$ cat src/rtl/hdlc_pkg.sv
// Shared HDLC definitions: framer state encoding, flag/abort/stuffing constants, FCS polynomial.
package hdlc_pkg;

  localparam int unsigned BYTE_W = 8;
  localparam int unsigned CRC_W  = 16;

  typedef enum logic [2:0] {
    IDLE,
    FLAG_OPEN,
    DATA,
    FCS,
    FLAG_CLOSE,
    ABORT
  } tx_state_t;

  localparam logic [BYTE_W-1:0] FLAG_PATTERN    = 8'h7E;
  localparam int unsigned       ABORT_ONES      = 7;
  localparam int unsigned       STUFF_LIMIT     = 5;
  localparam logic [CRC_W-1:0]  CRC16_POLY_REFL = 16'h8408;
  localparam logic [CRC_W-1:0]  CRC16_XOROUT    = 16'hFFFF;

endpackage

$ cat src/rtl/hdlc_tx_framer_if.sv
// Tx buffer / control-status bundle between the framer (slave) and its environment (master).
interface hdlc_tx_framer_if;
  import hdlc_pkg::*;

  logic              Tx_Enable;
  logic [BYTE_W-1:0] Tx_FrameSize;
  logic              Tx_AbortFrame;
  logic [BYTE_W-1:0] Tx_DataOutBuff;
  logic              Tx_RdBuff;
  logic              Tx;
  logic              Tx_ValidFrame;
  logic              Tx_AbortedTrans;
  logic              Tx_Done;

  modport master (
    output Tx_Enable, Tx_FrameSize, Tx_AbortFrame, Tx_DataOutBuff,
    input  Tx_RdBuff, Tx, Tx_ValidFrame, Tx_AbortedTrans, Tx_Done
  );

  modport slave (
    input  Tx_Enable, Tx_FrameSize, Tx_AbortFrame, Tx_DataOutBuff,
    output Tx_RdBuff, Tx, Tx_ValidFrame, Tx_AbortedTrans, Tx_Done
  );
endinterface

$ cat src/rtl/hdlc_crc16.sv
// Serial reflected CRC-16 (one bit per enabled cycle); shared by the Tx framer and Rx FCS checker.
module hdlc_crc16
  import hdlc_pkg::*;
#(
  parameter logic [CRC_W-1:0] INIT = 16'hFFFF
) (
  input  logic             Clk,
  input  logic             Rst,
  input  logic             i_init,
  input  logic             i_enable,
  input  logic             i_bit,
  output logic [CRC_W-1:0] o_crc
);

  logic [CRC_W-1:0] r_crc;
  logic             w_fb;

  assign w_fb  = r_crc[0] ^ i_bit;
  assign o_crc = r_crc;

  always_ff @(posedge Clk or posedge Rst) begin
    if (Rst)           r_crc <= '0;
    else if (i_init)   r_crc <= INIT;
    else if (i_enable) r_crc <= (r_crc >> 1) ^ (w_fb ? CRC16_POLY_REFL : '0);
  end

endmodule

$ cat src/rtl/hdlc_tx_framer.sv
// HDLC transmit framer: flag, zero-stuffed LSB-first payload, complemented CRC-16 FCS, flag.
// Also emits the abort sequence; idles the line at all-ones.
module hdlc_tx_framer
  import hdlc_pkg::*;
#(
  parameter int unsigned      MAX_FRAME_BYTES = 126,
  parameter logic [CRC_W-1:0] CRC_INIT        = 16'hFFFF
) (
  input logic              Clk,
  input logic              Rst,
  hdlc_tx_framer_if.slave  bus
);

  localparam logic [BYTE_W-1:0] MAX_SIZE  = BYTE_W'(MAX_FRAME_BYTES);
  localparam logic [2:0]        STUFF_CNT = 3'(STUFF_LIMIT);
  localparam logic [3:0]        ABORT_END = 4'(ABORT_ONES);

  tx_state_t         r_state, w_state;
  logic [3:0]        r_idx, w_idx;
  logic [2:0]        r_ones, w_ones;
  logic [BYTE_W-1:0] r_byte_cnt, w_byte_cnt;
  logic [BYTE_W-1:0] r_size, w_size;
  logic [BYTE_W-1:0] r_shift, w_shift;
  logic [BYTE_W-1:0] r_buf;
  logic              r_rd_q;
  logic              r_tx, w_tx;
  logic              r_valid, w_valid;
  logic              r_rd, w_rd;
  logic              r_abt, w_abt;
  logic              r_done, w_done;
  logic              w_crc_init, w_crc_en;
  logic              w_start, w_abort_req, w_stuff;
  logic [CRC_W-1:0]  w_crc, w_fcs;

  hdlc_crc16 #(.INIT(CRC_INIT)) u_crc (
    .Clk      (Clk),
    .Rst      (Rst),
    .i_init   (w_crc_init),
    .i_enable (w_crc_en),
    .i_bit    (w_tx),
    .o_crc    (w_crc)
  );

  assign w_fcs       = w_crc ^ CRC16_XOROUT;
  assign w_start     = bus.Tx_Enable && (bus.Tx_FrameSize != '0) && (bus.Tx_FrameSize <= MAX_SIZE);
  assign w_abort_req = bus.Tx_AbortFrame &&
                       ((r_state == FLAG_OPEN) || (r_state == DATA) || (r_state == FCS));
  assign w_stuff     = (r_ones == STUFF_CNT);

  // Registers describe the bit currently on the line; next-state logic picks the following bit.
  always_ff @(posedge Clk or posedge Rst) begin
    if (Rst) begin
      r_state    <= IDLE;
      r_idx      <= '0;
      r_ones     <= '0;
      r_byte_cnt <= '0;
      r_size     <= '0;
      r_shift    <= '0;
      r_buf      <= '0;
      r_rd_q     <= 1'b0;
      r_tx       <= 1'b1;
      r_valid    <= 1'b0;
      r_rd       <= 1'b0;
      r_abt      <= 1'b0;
      r_done     <= 1'b0;
    end else begin
      r_state    <= w_state;
      r_idx      <= w_idx;
      r_ones     <= w_ones;
      r_byte_cnt <= w_byte_cnt;
      r_size     <= w_size;
      r_shift    <= w_shift;
      r_rd_q     <= r_rd;
      if (r_rd_q) r_buf <= bus.Tx_DataOutBuff;
      r_tx       <= w_tx;
      r_valid    <= w_valid;
      r_rd       <= w_rd;
      r_abt      <= w_abt;
      r_done     <= w_done;
    end
  end

  always_comb begin
    w_state    = r_state;
    w_idx      = r_idx;
    w_ones     = r_ones;
    w_byte_cnt = r_byte_cnt;
    w_size     = r_size;
    w_shift    = r_shift;
    w_tx       = 1'b1;
    w_valid    = r_valid;
    w_rd       = 1'b0;
    w_abt      = r_abt;
    w_done     = 1'b0;
    w_crc_init = 1'b0;
    w_crc_en   = 1'b0;

    case (r_state)
      IDLE: begin
        w_valid = 1'b0;
        if (w_start) begin
          w_state    = FLAG_OPEN;
          w_idx      = '0;
          w_tx       = FLAG_PATTERN[0];
          w_valid    = 1'b1;
          w_rd       = 1'b1;
          w_abt      = 1'b0;
          w_size     = bus.Tx_FrameSize;
          w_byte_cnt = '0;
          w_crc_init = 1'b1;
        end
      end
      FLAG_OPEN: begin
        if (r_idx == 4'd7) begin
          w_state  = DATA;
          w_idx    = '0;
          w_shift  = r_buf;
          w_tx     = r_buf[0];
          w_crc_en = 1'b1;
          w_ones   = 3'(r_buf[0]);
          w_rd     = (r_size > 8'd1);
        end else begin
          w_idx = 4'(r_idx + 4'd1);
          w_tx  = FLAG_PATTERN[3'(r_idx + 4'd1)];
        end
      end
      DATA: begin
        if (w_stuff) begin
          w_tx   = 1'b0;
          w_ones = '0;
        end else begin
          if (r_idx < 4'd7) begin
            w_idx    = 4'(r_idx + 4'd1);
            w_tx     = r_shift[3'(r_idx + 4'd1)];
            w_crc_en = 1'b1;
          end else if (8'(r_byte_cnt + 8'd1) == r_size) begin
            w_state = FCS;
            w_idx   = '0;
            w_tx    = w_fcs[0];
          end else begin
            w_byte_cnt = 8'(r_byte_cnt + 8'd1);
            w_idx      = '0;
            w_shift    = r_buf;
            w_tx       = r_buf[0];
            w_crc_en   = 1'b1;
            w_rd       = (8'(r_byte_cnt + 8'd2) < r_size);
          end
          w_ones = w_tx ? 3'(r_ones + 3'd1) : '0;
        end
      end
      FCS: begin
        if (w_stuff) begin
          w_tx   = 1'b0;
          w_ones = '0;
        end else if (r_idx < 4'd15) begin
          w_idx  = 4'(r_idx + 4'd1);
          w_tx   = w_fcs[4'(r_idx + 4'd1)];
          w_ones = w_tx ? 3'(r_ones + 3'd1) : '0;
        end else begin
          w_state = FLAG_CLOSE;
          w_idx   = '0;
          w_tx    = FLAG_PATTERN[0];
          w_valid = 1'b0;
        end
      end
      FLAG_CLOSE: begin
        if (r_idx == 4'd7) begin
          w_state = IDLE;
          w_idx   = '0;
          w_done  = 1'b1;
        end else begin
          w_idx = 4'(r_idx + 4'd1);
          w_tx  = FLAG_PATTERN[3'(r_idx + 4'd1)];
        end
      end
      ABORT: begin
        if (r_idx == '0) w_abt = 1'b1;
        if (r_idx == ABORT_END) begin
          w_state = IDLE;
          w_idx   = '0;
        end else begin
          w_idx = 4'(r_idx + 4'd1);
        end
      end
      default: w_state = IDLE;
    endcase

    // Abort overrides whatever the frame would have sent next.
    if (w_abort_req) begin
      w_state  = ABORT;
      w_idx    = '0;
      w_tx     = 1'b0;
      w_valid  = 1'b0;
      w_rd     = 1'b0;
      w_crc_en = 1'b0;
      w_ones   = '0;
    end
  end

  assign bus.Tx              = r_tx;
  assign bus.Tx_ValidFrame   = r_valid;
  assign bus.Tx_RdBuff       = r_rd;
  assign bus.Tx_AbortedTrans = r_abt;
  assign bus.Tx_Done         = r_done;

endmodule

$ cat src/flat_wrapper.sv
// flat-port wrapper written by rule: the top's interface ports become plain ports
module hdlc_tx_framer_flat import hdlc_pkg::*;
#(
  parameter int unsigned      MAX_FRAME_BYTES = 126,
  parameter logic [CRC_W-1:0] CRC_INIT        = 16'hFFFF
)
  (Clk, Rst, bus_Tx_Enable, bus_Tx_FrameSize, bus_Tx_AbortFrame, bus_Tx_DataOutBuff, bus_Tx_RdBuff, bus_Tx, bus_Tx_ValidFrame, bus_Tx_AbortedTrans, bus_Tx_Done);
  hdlc_tx_framer_if bus_i ();
  input logic Clk;
  input logic Rst;
  input wire logic [$bits(bus_i.Tx_Enable)-1:0] bus_Tx_Enable;
  input wire logic [$bits(bus_i.Tx_FrameSize)-1:0] bus_Tx_FrameSize;
  input wire logic [$bits(bus_i.Tx_AbortFrame)-1:0] bus_Tx_AbortFrame;
  input wire logic [$bits(bus_i.Tx_DataOutBuff)-1:0] bus_Tx_DataOutBuff;
  output wire logic [$bits(bus_i.Tx_RdBuff)-1:0] bus_Tx_RdBuff;
  output wire logic [$bits(bus_i.Tx)-1:0] bus_Tx;
  output wire logic [$bits(bus_i.Tx_ValidFrame)-1:0] bus_Tx_ValidFrame;
  output wire logic [$bits(bus_i.Tx_AbortedTrans)-1:0] bus_Tx_AbortedTrans;
  output wire logic [$bits(bus_i.Tx_Done)-1:0] bus_Tx_Done;
  assign bus_i.Tx_Enable = bus_Tx_Enable;
  assign bus_i.Tx_FrameSize = bus_Tx_FrameSize;
  assign bus_i.Tx_AbortFrame = bus_Tx_AbortFrame;
  assign bus_i.Tx_DataOutBuff = bus_Tx_DataOutBuff;
  assign bus_Tx_RdBuff = bus_i.Tx_RdBuff;
  assign bus_Tx = bus_i.Tx;
  assign bus_Tx_ValidFrame = bus_i.Tx_ValidFrame;
  assign bus_Tx_AbortedTrans = bus_i.Tx_AbortedTrans;
  assign bus_Tx_Done = bus_i.Tx_Done;
  hdlc_tx_framer #(.MAX_FRAME_BYTES(MAX_FRAME_BYTES), .CRC_INIT(CRC_INIT)) u_core (.Clk(Clk), .Rst(Rst), .bus(bus_i));
endmodule
$ cat config.mk
export PLATFORM = sky130hd
export DESIGN_NAME = hdlc_tx_framer_flat
export DESIGN_NICKNAME = d
export VERILOG_FILES = /design/src/rtl/hdlc_pkg.sv /design/src/rtl/hdlc_tx_framer_if.sv /design/src/rtl/hdlc_crc16.sv /design/src/rtl/hdlc_tx_framer.sv /design/src/flat_wrapper.sv
export SDC_FILE = /design/constraint.sdc
export NUM_CORES = 1
export LEC_CHECK = 0
export CAP_MARGIN = 30
export CORE_ASPECT_RATIO = 0.6
export CORE_UTILIZATION = 35
export CTS_BUF_LIST = sky130_fd_sc_hd__clkbuf_2
export CTS_CLUSTER_DIAMETER = 50
export DETAILED_ROUTE_END_ITERATION = 6
export HOLD_SLACK_MARGIN = 0.05
export MAX_ROUTING_LAYER = met4
export PLACE_DENSITY_LB_ADDON = 0.3
export SLEW_MARGIN = 20
export SYNTH_ARGS = -nofsm -noshare
export SYNTH_HDL_FRONTEND = slang
export SYNTH_HIERARCHICAL = 1
export SYNTH_SLANG_ARGS = --single-unit
$ cat constraint.sdc
create_clock -name Clk -period 3.8 [get_ports Clk]
set_input_delay 0.38 -clock Clk [delete_from_list [all_inputs] [get_ports Clk]]
set_output_delay 0.38 -clock Clk [all_outputs]
set_load 0.005 [all_outputs]
==> qor.log <==
qor: outcome.run_status finished clean
qor: drt.drt_first_iter_violations 297
qor: floorplan.core-area 10,700 sq um
qor: pwr.power.static_leakage 0.00190 uW
qor: clock_tree.ctsResizeCount 0
qor: setup_path.timing.setup.critical_path_class flop to flop
qor: synth.synth-seq-area-share 0.415
qor: global_route.grt_antenna_before_repair 0
qor: clock_tree.tritoncts yes
qor: floorplan.initial_utilization 0.362
qor: global_route.grt_pass1_wl 15.4 mm
qor: timing.timing.fmax 288 MHz
qor: floorplan.height_of_the_die 83.4 microns
qor: synth.synth.ff_latch_count 64
qor: finish.utilization 0.414
qor: drt.ant_nets 0
qor: clock_tree.cts_setup_buffers 0
qor: setup_path.timing.critical_path.from_type flop
qor: timing.fin_skew 0.0244 ns
qor: synth.synth.avg_cell_area 9.89 sq um
qor: setup_path.crit_chain inv_1 > ha_1 > mux4_2 > mux4_2 > or3_4 > nand2_1 > nand2_1 > a41oi_2 > xor3_1 > a211o_1
qor: synth.synthesis.nets 426
qor: setup_path.crit_arrival 3.92 ns
qor: drt.drc_viols 0
qor: timing.fin_tns_setup 0 ns
qor: finish.final_cells 555
qor: global_route.first_global_vias 2,870
qor: pwr.ir_worst_vdd 0.314 mV
qor: clock_tree.clock-root-buffer clkbuf_2
qor: global_route.grt_usage 0.183
qor: clock_tree.cts.clk_slew.worst_paths 0.20 ns
qor: drt.routed_via_density 5.53
qor: synth.yosys_most_used_dff dfrtp_1
qor: setup_path.crit_path_buffers_inverters 1
qor: place.gp_congestion 0.904
qor: setup_path.cp_data_required_time 4.25 ns
qor: drt.vias 3,067
qor: setup_path.slowest_cell_on_the_critical_path ha_1
qor: clock_tree.clk-insertion-delay-late 0.54 ns
qor: timing.fin_crit 3.47 ns
qor: setup_path.worstReg2RegEnd u_core/u_crc/o_crc[10]$_DFFE_PP0P_
qor: timing.rsz0062_at_grt no
qor: setup_path.max_stage_delay 0.48 ns
qor: setup_path.regToRegStartpoint u_core/r_idx[0]$_DFFE_PP0P_
qor: finish.final_nets 446
qor: synth.synth.cell_area 3870 sq um
qor: timing.tightestPinTransition 0.855 ns
qor: timing.hold_viol 0
qor: clock_tree.post_cts_hold_buffer_count 0
qor: setup_path.timing.critical_path.max_delay_family multiplexers
qor: drt.wirelength 9.17 mm
qor: clock_tree.numClockSinks 64
qor: timing.finalCritPeriodShare 0.914
qor: timing.max_slew_margin 0.430
qor: finish.fraction_of_final_layout_cells_sized_beyond_drive_strength_1 0.130
qor: setup_path.reg2reg_depth 10
qor: finish.antenna-diode-count 0
qor: setup_path.crit_fanout 7
qor: finish.area_growth_from_synthesis_to_layout 14.2%
qor: setup_path.endpoint_kind flop
qor: synth.synth.distinct_cells 59
qor: floorplan.die_area 11,500 sq um
qor: clock_tree.cts_max_level 3
qor: setup_path.critical_path.startpoint u_core/r_idx[0]$_DFFE_PP0P_
qor: job.cap_viol_max_count 0
qor: synth.ys.warnings.count 6
qor: place.numPortBuffers 24
qor: worst_hold_path.timing.hold.worst.class input port to async pin
qor: synth.async_set_or_reset_register_ratio_after_synthesis 1.00
qor: floorplan.design.portCount 25
qor: clock_tree.clock_path_buffers 2
qor: place.dpl.cell_count 539
qor: floorplan.std_cell_rows 29
qor: setup_path.reg2reg_setup_slack 0.33 ns
qor: pwr.power.density 731 nW/um^2
qor: floorplan.fp.dieW 138 microns
qor: global_route.grt_start_max_net_pins 33
qor: timing.finalSetupViolCount 0
qor: drt.routed_wire_length_per_instance 16.5 microns
qor: drt.drt_pre_antenna_iters 5
qor: timing.max_slew_violation_total_from_the_final_report 0
qor: global_route.grt.overflow.total 0
qor: place.post-dp-hpwl 6.69 mm
qor: synth.synthesis.instances 391
qor: synth.synth-edff-count 0
qor: clock_tree.numCtsBuffers 9
power breakdown:
part / internal (uW) / switching [uW] / total [uW]
clock network: 350 / 273 / 623
registers: 922 / 283 / 1200
logic: 711 / 687 / 1400
total: 1980 / 1240 / 3220
flip-flops by register name, summed over array words and instances, names as in the netlist:
signal / count
u_core/r_size: 8
u_core/r_ones: 3
u_core/r_state: 3
u_core/bus.Tx_ValidFrame: 1
u_core/bus.Tx: 1
u_core/u_crc/o_crc: 16
u_core/r_idx: 4
u_core/bus.Tx_Done: 1
u_core/bus.Tx_AbortedTrans: 1
u_core/r_shift: 8
u_core/bus.Tx_RdBuff: 1
u_core/r_buf: 8
u_core/r_byte_cnt: 8
u_core/r_rd_q: 1
layer usage:
| layer | part of all wire | routed length [microns] | up-vias | GRT usage |
|---|---|---|---|---|
| met2 | 0.36 | 3340 | 100 | 0.214 |
| met3 | 0.068 | 623 | 10 | 0.0488 |
| met5 | 0 | 0 | - | - |
| met4 | 0.011 | 97 | 0 | 0.0450 |
| met1 | 0.56 | 5110 | 1523 | 0.295 |
| li1 | - | - | 1434 | - |
through the flow:
| step | hold slack, ns | cell area [sq um] | setup slack (ns) | power (uW) |
|---|---|---|---|---|
| 6_report | 0.241 | 4410 | 0.327 | 3220 |
| 3_5_place_dp | 0.375 | 4230 | 0.327 | 2590 |
| 4_1_cts | 0.237 | 4410 | 0.302 | 3230 |
| 3_3_place_gp | 0.368 | 4230 | 0.465 | 2570 |
| 2_1_floorplan | 0.294 | 3870 | 0.395 | 2220 |
| 5_1_grt | 0.249 | 4410 | 0.103 | 3460 |
area by class of cell:
type,count,area [sq um]
Fill cell,1058,6250
Multi-Input combinational cell,283,2070
Sequential cell,64,1600
Timing Repair Buffer,31,293
Tap cell,139,174
Clock inverter,7,144
Inverter,22,82.6
Clock buffer,9,45.0
synth_stat cells (3+ instances only):
| master | count | area (sq um) |
|---|---|---|
| o211ai_1 | 3 | 22.5 |
| nor4_1 | 4 | 25.0 |
| a21oi_1 | 13 | 65.1 |
| nand2_1 | 43 | 161 |
| a31oi_1 | 11 | 68.8 |
| mux4_1 | 5 | 131 |
| inv_1 | 22 | 82.6 |
| xor2_1 | 6 | 52.6 |
| nand3_1 | 15 | 75.1 |
| o21a_1 | 5 | 37.5 |
| o21ai_0 | 20 | 100 |
| dfrtp_1 | 63 | 1580 |
| nor2b_1 | 20 | 125 |
| nor3_1 | 6 | 30.0 |
| mux2_2 | 17 | 191 |
| nor2_1 | 24 | 90.1 |
| a211o_1 | 16 | 140 |
| ha_1 | 15 | 188 |
| clkbuf_1 | 11 | 41.3 |
| nand2b_1 | 6 | 37.5 |
| xnor2_1 | 11 | 96.3 |
| nand4_1 | 3 | 18.8 |
| buf_2 | 6 | 30.0 |
cell usage in the layout, fill, tap and decap left out, types with 3 or more instances in the layout:
cell type,n
inv_1,21
xor2_1,6
buf_4,7
dfrtp_1,63
clkbuf_2,9
a211o_1,16
o211ai_1,3
mux4_1,5
mux2_2,17
ha_1,15
a21oi_1,12
clkdlybuf4s50_1,24
a31oi_1,11
nand2b_1,6
bufinv_16,4
nor2b_1,20
nand2_1,43
nand3_1,15
nand4_1,3
o21ai_0,20
xnor2_1,11
nor3_1,6
o21a_1,5
nor2_1,24
nor4_1,4
worst max path at each step:
stage / to / cells after the start / slack (ns)
2_1_floorplan: u_core/u_crc/o_crc[10]$_DFFE_PP0P_ / 12 / 0.40
3_3_place_gp: u_core/u_crc/o_crc[10]$_DFFE_PP0P_ / 10 / 0.46
3_5_place_dp: u_core/u_crc/o_crc[10]$_DFFE_PP0P_ / 10 / 0.33
4_1_cts: u_core/u_crc/o_crc[10]$_DFFE_PP0P_ / 10 / 0.30
5_1_grt: u_core/u_crc/o_crc[10]$_DFFE_PP0P_ / 10 / 0.10
6_report: u_core/u_crc/o_crc[10]$_DFFE_PP0P_ / 10 / 0.33
cells by family after synthesis:
logic type / synth area share
simple gates: 0.181
compound gates: 0.152
flops: 0.415
buf+inv: 0.0502
mux: 0.100
xor+xnor: 0.0508
fa+ha+maj: 0.0511
worst register-to-register path, cell delays in order, from the launching register on:
cell and delay [ns]:
dfrtp_1 0.45, inv_1 0.09, ha_1 0.48, mux4_2 0.35, mux4_2 0.47, or3_4 0.34, nand2_1 0.06, nand2_1 0.06
a41oi_2 0.33, xor3_1 0.46, a211o_1 0.30
Power figures use the tool's default switching activity.
==> RTL change 1: new RTL, same flow settings <==
Re-encode `tx_state_t` (6 states) as Gray code, 3 bits wide.
--- a/src/rtl/hdlc_pkg.sv
+++ b/src/rtl/hdlc_pkg.sv
@@ -6,10 +6,10 @@
 
   typedef enum logic [2:0] {
-    IDLE,
-    FLAG_OPEN,
-    DATA,
-    FCS,
-    FLAG_CLOSE,
-    ABORT
+    IDLE       = 3'b000,
+    FLAG_OPEN  = 3'b001,
+    DATA       = 3'b011,
+    FCS        = 3'b010,
+    FLAG_CLOSE = 3'b110,
+    ABORT      = 3'b111
   } tx_state_t;
 
Formal check against the unedited RTL: no difference found for any inputs over 10 cycles, from zero or initial values and one cycle with Rst high; not proved beyond that.
==> RTL change 1 against the original RTL <==
  * The flow now finishes with violations (design-rule violations)
  * Worst setup slack improved by 0.0012 ns
  * Clock power down 9.5%
  * Power up 12%
  * Fmax about the same
  * Design area up 2.1%
  * Routed wire length is 2.0% higher
  * Synthesized area up 1.6%
  * Worst hold slack lost 0.048 ns
  * Cell count grew 0.18%
  * Sequential cell count stayed put
  * Critical path type unchanged
  * Critical endpoint unchanged
  * Largest cell class unchanged
==> RTL change 1: results (changes against the original RTL) <==
[metrics] result of the run: finished with violations (was completed)
[metrics] failing checks: design-rule violations
[metrics] Setup Skew: 0.0342 ns (was 0.0244 ns)
[metrics] setup slack of the most critical reg-to-reg path: 0.33 ns (about the same)
[metrics] all-layer global routing usage: 18.3% (about the same)
[metrics] antenna violations before repair: 1 (was 0)
[metrics] Worst-Margin Slew: 0.683 ns (was 0.855 ns)
[metrics] leakage power summed over all cells: 1.98 nW (was 1.90 nW)
[metrics] wire per inst: 16.8 um (was 16.5 um)
[metrics] fraction of layout instances using a drive strength above 1: 15.4% (was 13.0%)
[metrics] number of violations reported at the end of detailed-routing iteration 0: 364 (was 297)
[metrics] number of global-route vias before repair: 2911 (was 2870)
[metrics] reg-to-reg critical path startpoint: u_core/r_byte_cnt[2] (was u_core/r_idx[0])
[metrics] part of the Yosys area used for sequential elements: 40.8% (was 41.5%)
[metrics] met2 WL: 3.39 mm (was 3.34 mm)
[metrics] detailed route wirelength on metal3: 925 um (was 623 um)
[metrics] met1 wire length: 4.97 mm (was 5.11 mm)
[metrics] maximum ir drop on the vdd rail: 0.230 mV (was 0.314 mV)
[metrics] cell types with the highest counts after synthesis: sky130_fd_sc_hd__dfrtp_1, sky130_fd_sc_hd__nand2_1, sky130_fd_sc_hd__nor2_1 (unchanged)
[metrics] length of the first detailed-routing pass in iterations: 7 (was 5)
[metrics] global-route wire length before repair: 16.0 mm (was 15.4 mm)
[metrics] synth top area cells: sky130_fd_sc_hd__dfrtp_1, sky130_fd_sc_hd__ha_1, sky130_fd_sc_hd__mux2_2, sky130_fd_sc_hd__mux4_2, sky130_fd_sc_hd__a211o_1 (was sky130_fd_sc_hd__dfrtp_1, sky130_fd_sc_hd__mux2_2, sky130_fd_sc_hd__ha_1, sky130_fd_sc_hd__nand2_1, sky130_fd_sc_hd__a211o_1)
[metrics] arrival time reported for the critical path endpoint: 3.91 ns (was 3.92 ns)
[metrics] worst setup path endpoint: u_core/u_crc/o_crc[10] (unchanged)
[metrics] number of unique standard cell types used by synthesis: 62 (was 59)
[metrics] critical path fanouts, max: 9 (was 7)
[metrics] final estimated routing congestion in global placement: 0.944 (was 0.904)
[metrics] residual DRC count: 2 (was 0)
[metrics] post-DP HPWL: 6.92 mm (was 6.69 mm)
[metrics] clock-pin slew reported for the worst setup and hold paths after clock tree synthesis: 0.22 ns (was 0.20 ns)
[metrics] fillcell total: 1022 (was 1058)
-- RTL change 1: through the flow --
step	hold WS (ns)	setup WS [ns]	instances	total power, mW	area [um^2]
2_1_floorplan	0.294	0.378	391	2.57	3930
3_3_place_gp	0.365	0.459	538	3.00	4320
3_5_place_dp	0.371	0.319	539	3.03	4340
4_1_cts	0.156	0.256	555	3.61	4500
5_1_grt	0.191	0.0897	556	3.90	4510
6_report	0.194	0.328	556	3.61	4510
-- RTL change 1: final cells by class --
| type | instances | area, um^2 | area share, % |
|---|---|---|---|
| Clock buffer | 9 | 45.0 | 1.00 |
| Tap cell | 139 | 174 | 3.86 |
| Sequential cell | 64 | 1600 | 35.6 |
| Multi-Input combinational cell | 280 | 2140 | 47.6 |
| Inverter | 20 | 75.1 | 1.67 |
| Antenna cell | 1 | 2.50 | 0.0555 |
| Timing Repair Buffer | 36 | 343 | 7.61 |
| Clock inverter | 7 | 119 | 2.64 |
-- RTL change 1: how the worst min path moves through the flow --
stage	from	to	slack, ns	depth (start not counted)
5_1_grt	Rst	u_core/r_rd_q	0.19	2
3_5_place_dp	u_core/bus.Tx_RdBuff	u_core/r_rd_q	0.37	0
2_1_floorplan	Rst	u_core/u_crc/o_crc[0]	0.29	1
3_3_place_gp	u_core/bus.Tx_RdBuff	u_core/r_rd_q	0.37	0
4_1_cts	Rst	u_core/r_shift[0]	0.16	2
6_report	Rst	u_core/r_shift[0]	0.19	2
-- RTL change 1: power breakdown --
part	switching, mW	internal (mW)
logic	0.936	0.881
registers	0.279	0.955
clock network	0.279	0.285
total	1.49	2.12
-- RTL change 1: worst max-delay path: stages (launching register included) --
cell	delay [ns]
sky130_fd_sc_hd__dfrtp_2	0.51
sky130_fd_sc_hd__ha_1	0.33
sky130_fd_sc_hd__nand2_1	0.14
sky130_fd_sc_hd__xnor2_1	0.15
sky130_fd_sc_hd__or4_4	0.52
sky130_fd_sc_hd__nor4_2	0.31
sky130_fd_sc_hd__mux2i_1	0.27
sky130_fd_sc_hd__o21ai_0	0.11
sky130_fd_sc_hd__o211ai_1	0.25
sky130_fd_sc_hd__xor3_1	0.50
sky130_fd_sc_hd__a211o_1	0.29
-- RTL change 1: logic make-up after synthesis --
logic type      count (synthesis)  share of synthesized area [%]
buf+inv                        47                           4.81
xor+xnor                       25                           6.53
fa+ha+maj                      15                           4.78
mux                            28                           9.88
compound gates                100                           17.8
flops                          64                           40.8
simple gates                  112                           15.4
-- RTL change 1: layer usage --
layer | vias up | global-route usage (%)
li1 | 1458 | -
met1 | 1484 | 28.8
met2 | 134 | 21.2
met3 | 7 | 6.20
met4 | 0 | 4.04
met5 | - | -
-- RTL change 1: repair_timing --
action | in CTS | in global routing
endpoints found under the setup margin | 0 | 1
resized for setup | 0 | 1
hold buffers | 0 | 0
==> RTL change 2: new RTL, same flow settings <==
Without the edit above. Change the package constant `CRC_W` from 16 to 18.
--- a/src/rtl/hdlc_pkg.sv
+++ b/src/rtl/hdlc_pkg.sv
@@ -3,5 +3,5 @@
 
   localparam int unsigned BYTE_W = 8;
-  localparam int unsigned CRC_W  = 16;
+  localparam int unsigned CRC_W  = 18;
 
   typedef enum logic [2:0] {
Function: same outputs for any inputs over 10 cycles, from zero or initial values and one cycle with Rst high; that may be too few to reach the edited logic, so the function may still have changed.
==> RTL change 2 against the original RTL <==
  * Design area decreased by 1.5%
  * Worst setup slack worse by 0.13 ns
  * Synthesized cell count is the same
  * Synthesized area is the same
  * Power down 7.3%
  * Via count is 2.1% lower
  * Sequential cell count is the same
  * Routed wire length down 2.2%
  * Critical endpoint unchanged
  * Highest routed layer unchanged
==> RTL change 2: results (changes against the original RTL) <==
[metrics] result of the run: completed (unchanged)
[metrics] maximum ir drop on the vdd rail: 0.292 mV (was 0.314 mV)
[metrics] number of violations reported at the end of detailed-routing iteration 0: 312 (was 297)
[metrics] critical path launch point type: flip-flop (unchanged)
[metrics] Max clock buf depth: 2 (unchanged)
[metrics] initial core utilization: 36.2% (unchanged)
[metrics] maximum number of pins on one net before global-route repair: 39 (was 33)
[metrics] number of global-route vias before repair: 2784 (was 2870)
[metrics] fraction of layout instances using a drive strength above 1: 12.9% (was 13.0%)
[metrics] count of placed standard cells including taps: 539 (unchanged)
[metrics] count of nets after finishing: 447 (was 446)
[metrics] worst setup path endpoint: u_core/u_crc/o_crc[10] (unchanged)
[metrics] H-tree depth reported by CTS: 3 (unchanged)
[metrics] setup slack of the most critical reg-to-reg path: 0.19 ns (was 0.33 ns)
[metrics] total cell area at the placement stage: 0.00423 mm^2 (unchanged)
[metrics] leakage power summed over all cells: 1.88 nW (was 1.90 nW)
[metrics] buffer cell driving the clock tree root: sky130_fd_sc_hd__clkbuf_2 (unchanged)
[metrics] WP buf/inv: 1 (unchanged)
[metrics] total wire length: 8.96 mm (was 9.17 mm)
[metrics] post-DP HPWL: 6.57 mm (was 6.69 mm)
[metrics] global-route wire length before repair: 14.7 mm (was 15.4 mm)
[metrics] Critical Path Max Stage Delay: 0.50 ns (was 0.48 ns)
[metrics] family with the most delay on the worst path: multiplexers (unchanged)
[metrics] number of cells on the worst reg-to-reg path: 10 (unchanged)
[metrics] number of warnings issued by yosys: 6 (unchanged)
[metrics] TritonCTS Buffers: 9 (unchanged)
[metrics] buffer count from post-CTS setup fixing: 0 (unchanged)
[metrics] final period utilization: 94.9% (was 91.4%)
[metrics] fillcell total: 1044 (was 1058)
[metrics] synthesis-to-finish area growth: 12.5% (was 14.2%)
[metrics] clock network latency to the later pin of the worst-skew pair: 0.53 ns
[metrics] number of vias per cell after detailed routing: 5.40 (was 5.53)
[metrics] Post-Place Setup Slack: 0.173 ns (was 0.327 ns)
[metrics] Diodes inserted: 0 (unchanged)
[metrics] final estimated routing congestion in global placement: 0.895 (was 0.904)
[metrics] hold_ws: 0.148 ns (was 0.241 ns)
[metrics] headroom to the max-slew limit: 43.1% (was 43.0%)
[metrics] arrival time reported for the critical path endpoint: 4.01 ns (was 3.92 ns)
[metrics] all-layer global routing usage: 17.5% (was 18.3%)
[metrics] max reg flops: 16 (unchanged)
[metrics] wire per inst: 16.1 um (was 16.5 um)
[metrics] critical path fanouts, max: 8 (was 7)
[metrics] clock-pin slew reported for the worst setup and hold paths after clock tree synthesis: 0.19 ns
[metrics] Setup Skew: 0.0308 ns (was 0.0244 ns)
[metrics] length of the first detailed-routing pass in iterations: 5 (unchanged)
==> RTL change 2: area by class of cell <==
cell class	count	share of cell area (%)
Clock buffer	11	1.27
Clock inverter	5	1.09
Inverter	22	1.90
Multi-Input combinational cell	283	47.7
Sequential cell	64	36.9
Tap cell	139	4.00
Timing Repair Buffer	32	7.19
==> RTL change 2: where the power goes <==
group / switching (mW) / leakage, nW / internal, mW
clock: 0.245 / 0.0708 / 0.151
sequential: 0.281 / 0.795 / 0.923
combinational: 0.678 / 1.02 / 0.712
==> RTL change 2: repair_timing <==
action / 4_1_cts / 5_1_grt
hold buffers: 0 / 0
setup endpoints to repair: 0 / 1
resized for setup: 0 / 1
==> RTL change 2: per-layer routing <==
layer / part of all wire, % / vias up / global-route usage [%]
met5: 0 / - / -
met4: 0.50 / 0 / 4.20
met3: 7.7 / 6 / 4.40
met2: 38 / 119 / 21.5
met1: 54 / 1438 / 27.6
li1: - / 1440 / -
